===== config.mk =====
export PLATFORM = sky130hd
export DESIGN_NAME = dmem_arbiter
export DESIGN_NICKNAME = d
export VERILOG_FILES = /design/src/rtl/dmem_arb_pkg.sv /design/src/rtl/dmem_arb_prio.sv /design/src/rtl/dmem_arbiter.sv
export SDC_FILE = /design/constraint.sdc
export NUM_CORES = 1
export LEC_CHECK = 0
export CAP_MARGIN = 30
export CORE_AREA = 2 2 105 107
export DETAILED_ROUTE_END_ITERATION = 8
export DIE_AREA = 0 0 107 109
export GPL_ROUTABILITY_DRIVEN = 0
export PLACE_DENSITY = 0.69
export SLEW_MARGIN = 20
export SYNTH_ARGS = -nofsm -noshare
export SYNTH_HDL_FRONTEND = slang
export SYNTH_HIERARCHICAL = 1
export SYNTH_SLANG_ARGS = --single-unit

===== constraint.sdc =====
create_clock -name clk -period 5.29 [get_ports clk]
set_input_delay 1.058 -clock clk [delete_from_list [all_inputs] [get_ports clk]]
set_output_delay 1.058 -clock clk [all_outputs]
set_load 0.03 [all_outputs]

===== src/rtl/dmem_arb_pkg.sv =====
// Shared types and helpers for the data-memory arbiter.
package dmem_arb_pkg;

  typedef enum logic [1:0] {
    OWN_IDLE = 2'd0,
    OWN_CORE = 2'd1,
    OWN_DMA  = 2'd2
  } owner_t;

  // Width needed to count 0..max_burst inclusive
  function automatic int unsigned burst_w(input int unsigned max_burst);
    return $clog2(max_burst + 1);
  endfunction

endpackage


===== src/rtl/dmem_arb_prio.sv =====
// Owner FSM and burst counter: picks at most one requester per cycle and
// bounds consecutive grants to one side while the other side is waiting.
module dmem_arb_prio
  import dmem_arb_pkg::*;
#(
  parameter int unsigned MAX_BURST = 4
) (
  input  logic clk,
  input  logic rst_n,
  input  logic c_req,
  input  logic d_req,
  output logic grant_core,
  output logic grant_dma
);

  localparam int unsigned BW = burst_w(MAX_BURST);

  owner_t          owner_q, owner_d;
  logic [BW-1:0]   burst_q, burst_d;
  logic            burst_full;
  logic            contend;

  assign burst_full = (burst_q >= BW'(MAX_BURST));
  assign contend    = c_req & d_req;

  always_ff @(posedge clk or negedge rst_n) begin
    if (!rst_n) begin
      owner_q <= OWN_IDLE;
      burst_q <= '0;
    end else begin
      owner_q <= owner_d;
      burst_q <= burst_d;
    end
  end

  // Next owner and burst length, decided in the same cycle as the grant
  always_comb begin
    owner_d = OWN_IDLE;
    burst_d = '0;
    if (contend) begin
      case (owner_q)
        OWN_CORE: owner_d = burst_full ? OWN_DMA  : OWN_CORE;
        OWN_DMA:  owner_d = burst_full ? OWN_CORE : OWN_DMA;
        default:  owner_d = OWN_CORE;
      endcase
    end else if (c_req) begin
      owner_d = OWN_CORE;
    end else if (d_req) begin
      owner_d = OWN_DMA;
    end
    if (owner_d != OWN_IDLE) begin
      if (contend && (owner_d == owner_q)) begin
        burst_d = burst_full ? burst_q : burst_q + BW'(1);
      end else begin
        burst_d = BW'(1);
      end
    end
  end

  // Grants are suppressed while reset is asserted
  always_comb begin
    grant_core = 1'b0;
    grant_dma  = 1'b0;
    if (rst_n) begin
      grant_core = (owner_d == OWN_CORE);
      grant_dma  = (owner_d == OWN_DMA);
    end
  end

endmodule


===== src/rtl/dmem_arbiter.sv =====
// Single-port data memory arbiter between core and DMA ports.
// Optional range check enabled by defining DMEM_ARB_RANGE_CHECK_EN.
module dmem_arbiter
  import dmem_arb_pkg::*;
#(
  parameter int unsigned DATA_WIDTH = 32,
  parameter int unsigned ADDR_WIDTH = 32,
  parameter int unsigned MEM_SIZE   = 64,
  parameter int unsigned MAX_BURST  = 4
) (
  input  logic                  clk,
  input  logic                  rst_n,
  input  logic                  c_req,
  input  logic                  c_we,
  input  logic [ADDR_WIDTH-1:0] c_addr,
  input  logic [DATA_WIDTH-1:0] c_wdata,
  output logic                  c_gnt,
  output logic                  c_rvalid,
  input  logic                  d_req,
  input  logic                  d_we,
  input  logic [ADDR_WIDTH-1:0] d_addr,
  input  logic [DATA_WIDTH-1:0] d_wdata,
  output logic                  d_gnt,
  output logic                  d_rvalid,
  output logic [DATA_WIDTH-1:0] rdata,
  output logic                  mem_wr_en,
  output logic [ADDR_WIDTH-1:0] mem_addr,
  output logic [DATA_WIDTH-1:0] mem_wr_data,
  input  logic [DATA_WIDTH-1:0] mem_rd_data,
  output logic                  err
);

`ifdef DMEM_ARB_RANGE_CHECK_EN
  localparam bit RANGE_CHECK = 1'b1;
`else
  localparam bit RANGE_CHECK = 1'b0;
`endif

  logic                  grant_core, grant_dma, any_gnt;
  logic                  sel_we;
  logic [ADDR_WIDTH-1:0] sel_addr;
  logic [DATA_WIDTH-1:0] sel_wdata;
  logic                  oor_c;

  logic [DATA_WIDTH-1:0] rdata_q, rdata_d;
  logic                  c_rvalid_q, c_rvalid_d;
  logic                  d_rvalid_q, d_rvalid_d;
  logic                  err_q, err_d;

  dmem_arb_prio #(
    .MAX_BURST (MAX_BURST)
  ) u_prio (
    .clk        (clk),
    .rst_n      (rst_n),
    .c_req      (c_req),
    .d_req      (d_req),
    .grant_core (grant_core),
    .grant_dma  (grant_dma)
  );

  assign c_gnt   = grant_core;
  assign d_gnt   = grant_dma;
  assign any_gnt = grant_core | grant_dma;

  // Route the granted side onto the memory bus; idle bus is all zero
  always_comb begin
    sel_we    = 1'b0;
    sel_addr  = '0;
    sel_wdata = '0;
    if (grant_core) begin
      sel_we    = c_we;
      sel_addr  = c_addr;
      sel_wdata = c_wdata;
    end else if (grant_dma) begin
      sel_we    = d_we;
      sel_addr  = d_addr;
      sel_wdata = d_wdata;
    end
  end

  assign oor_c = RANGE_CHECK &&
                 ({2'b00, sel_addr[ADDR_WIDTH-1:2]} >= ADDR_WIDTH'(MEM_SIZE));

  assign mem_wr_en   = any_gnt & sel_we & ~oor_c;
  assign mem_addr    = sel_addr;
  assign mem_wr_data = sel_wdata;

  // Read capture and one-cycle response pulses
  always_comb begin
    rdata_d    = rdata_q;
    c_rvalid_d = grant_core & ~c_we;
    d_rvalid_d = grant_dma & ~d_we;
    err_d      = any_gnt & oor_c;
    if (any_gnt && !sel_we) begin
      rdata_d = oor_c ? '0 : mem_rd_data;
    end
  end

  always_ff @(posedge clk or negedge rst_n) begin
    if (!rst_n) begin
      rdata_q    <= '0;
      c_rvalid_q <= 1'b0;
      d_rvalid_q <= 1'b0;
      err_q      <= 1'b0;
    end else begin
      rdata_q    <= rdata_d;
      c_rvalid_q <= c_rvalid_d;
      d_rvalid_q <= d_rvalid_d;
      err_q      <= err_d;
    end
  end

  assign rdata    = rdata_q;
  assign c_rvalid = c_rvalid_q;
  assign d_rvalid = d_rvalid_q;
  assign err      = err_q;

endmodule


==> key figures <==
Outcome
  – Status: finished clean

Clocking
  – Clk Latency, worst-skew pair: 0.28 ns
  – Clk slew on worst S/H paths: 0.07 ns
  – Post_cts resized: 0
  – Clock Tree Buf Depth: 2
  – TritonCTS clock tree: built
  – Sink Count: 39
  – H-tree Lvls: 2
  – Post-CTS Setup Repair Bufs: 0
  – Num CTS Buffers: 5
  – Clk root buf: clkbuf_8
  – # hold bufs at CTS: 0

Yosys
  – Synth cell types: 30
  – Register area share after synthesis: 40.2%
  – Syn Nets: 362
  – Synth area leaders: dfrtp_1, a22o_1, mux2_4
  – Mapped Area: 2420 um^2
  – Ys async rst share: 100%
  – Cell taking the most area after synthesis: dfrtp_1
  – Number of flops mapped to enable cells by yosys: 0
  – Yosys reg bits: 39
  – Post-synth top area share: 40.2%
  – Syn Inst Count: around 190
  – Synth warn: 6
  – Syn avg cell area: roughly 13 um^2
  – Top_reg_cell synth: dfrtp_1

Route
  – Routed WL: 11.2 mm
  – Vias post-DR: 2702
  – Initial DRT Pass Iterations: 7
  – Number of vias per cell: 4.57
  – DRT iter0 DRCs: 98
  – Antenna viol nets, final: 0
  – DRC viols: 0
  – WL/cell: 19.0 um

Critical path
  – Register-to-Register Path Depth: 10
  – Type of element capturing the critical path: primary output
  – Reg2Reg Launch Point: u_prio/owner_q[1]$_DFF_PN0_
  – CP arrival: 3.75 ns
  – CP peak stage delay: just over 0.7 ns
  – CP top delay family: buffers and inverters
  – CP cell instances: clkdlybuf4s50_1 > a21boi_0 > nor3b_2 > buf_4 > a22o_1 > clkdlybuf4s50_1
  – Worst flop-to-flop path endpoint: rdata[17]$_DFFE_PN0P_
  – Critical Path Most Common Cell: clkdlybuf4s50_1
  – CP Class: primary input to primary output
  – Critical Path Source Type: primary input
  – Worst EP required: 4.23 ns
  – Flop-to-flop setup slack: roughly 1.9 ns
  – Crit path max fanout: 70
  – Buf/Inv on CP: 3
  – Slowest cell on crit path: clkdlybuf4s50_1

Placed design
  – Placed cell area: ~5200 um^2
  – Detailed Place HPWL: 9.24 mm
  – Port bufs: 266

Pwr
  – Pleak: 2.19 nW
  – Peak supply drop: ~0.00015 V
  – Cell Pwr Density: about 270 nW/um^2

Global routing
  – First-pass GRT wire length: 15.8 mm
  – Vias in the first global route: 2838
  – Initial antenna violation count: 2
  – Global-route usage over all layers: between 10% and 20%
  – GRT Residual Overflow: 0
  – Pin count of the biggest net entering global routing: 71

Final layout
  – Diode count: 0
  – Area growth from synthesis to layout: 118%
  – Commonest non-fill, non-tap cell in the layout: clkdlybuf4s50_1
  – Design Area, Final: 5290 um^2
  – Layout cells sized above 1: 11.3%
  – Most frequent cells in the layout: clkdlybuf4s50_1, a22o_1, dfrtp_1
  – Nets@finish: 620

Min path
  – HP Class: flip-flop to flip-flop
  – Hold Path Depth: 1
  – Hold Crit Start: rdata[19]$_DFFE_PN0P_
  – WHS Endpoint: rdata[19]$_DFFE_PN0P_

STA
  – RSZ-0062 raised after global routing: no
  – Final TNS setup: 0 ns
  – Max Freq: between 200 and 250 MHz
  – Worst slew margin: 52.3%
  – Slew Limit Fails: 0
  – Final Hold Viols: 0
  – Period utilization: 90.9%
  – Post-route worst hold slack: between 0.5 and 0.6 ns
  – Worst-Margin Slew: 0.716 ns
  – Final setup viols: 0
  – Layout Skew: 0.00643 ns
  – Min cycle time layout: between 4 and 5 ns

Job
  – Max Cap Violations: 0

Floorplanning
  – Core Box Area: 10600 um^2
  – Die Span Y: 109 um
  – Row cnt: 38
  – Die area: 11700 um^2
  – Ports: 268
  – Initial Utilization: a little under a quarter
  – Die width: 107 um
-- where the power goes --
part | leakage [nW] | total, mW | internal (mW) | switching (mW)
sequential | 0.470 | 0.415 | 0.374 | 0.0418
clock | 0.0612 | 0.253 | 0.153 | 0.101
combinational | 1.66 | 0.757 | 0.404 | 0.354
-- flip-flops by register name, summed over array words and instances (netlist names) --
name / count
u_prio/burst_q: 3
u_prio/owner_q: 2
c_rvalid: 1
d_rvalid: 1
rdata: 32
-- through the flow --
stage / setup slack (ns) / util (%) / power, mW / std cells
after floorplan: 1.10 / - / 0.808 / 192
after global placement: 0.594 / 48.7 / 1.17 / 583
after detailed placement: 0.519 / 48.7 / 1.18 / 583
after CTS: 0.504 / 49.8 / 1.44 / 591
after global routing: 0.371 / 49.8 / 1.50 / 591
final: 0.481 / 49.8 / 1.43 / 591
-- logic make-up (layout without fill, tap and decap cells) --
| family | count (synthesis) | count (layout) | share of synthesized area [%] |
|---|---|---|---|
| and+or+nand+nor | 16 | 16 | 3.92 |
| other | 1 | 1 | 0.155 |
| AOI/OAI and AO/OA | 68 | 68 | 24.6 |
| xor gates and xnor gates | 3 | 3 | 1.08 |
| muxes | 35 | 35 | 20.7 |
| buffers and inverters | 26 | 285 | 7.22 |
| adders and majority gates | 4 | 4 | 2.06 |
| DFF | 39 | 39 | 40.2 |
-- final cells by class --
cell class,instances,area (um^2)
inverter,6,22.5
timing repair buffer,271,2710
clock inverter,2,35.0
clock buffer,6,82.6
tap,140,175
multi-input combinational,127,1290
fill,959,5320
sequential,39,976
-- cells in the mapped netlist (2+ instances only) --
master	count
a22o_1	63
dfrtp_1	39
mux2_4	30
buf_2	8
inv_1	6
nand2_1	6
clkbuf_1	4
ha_1	4
buf_12	3
mux2i_1	3
buf_1	2
buf_6	2
mux2_2	2
nor4_1	2
o21ai_0	2
xnor2_1	2
-- how the worst max path moves through the flow --
stage / startpoint / end / slack, ns / depth (start not counted)
6_report: c_req / mem_wr_data[3] / 0.48 / 6
5_1_grt: c_req / mem_wr_data[29] / 0.37 / 7
3_3_place_gp: c_req / mem_addr[11] / 0.59 / 6
3_5_place_dp: c_req / mem_addr[9] / 0.52 / 6
2_1_floorplan: d_req / mem_wr_data[29] / 1.10 / 8
4_1_cts: c_req / mem_addr[11] / 0.50 / 6
-- layer usage --
| layer | wire [um] | track usage (%) |
|---|---|---|
| met3 | 1200 | 7.71 |
| met1 | 3790 | 18.2 |
| met5 | 30 | 0 |
| met4 | 398 | 7.70 |
| met2 | 5810 | 32.2 |
(Power assumes the default switching activity.)
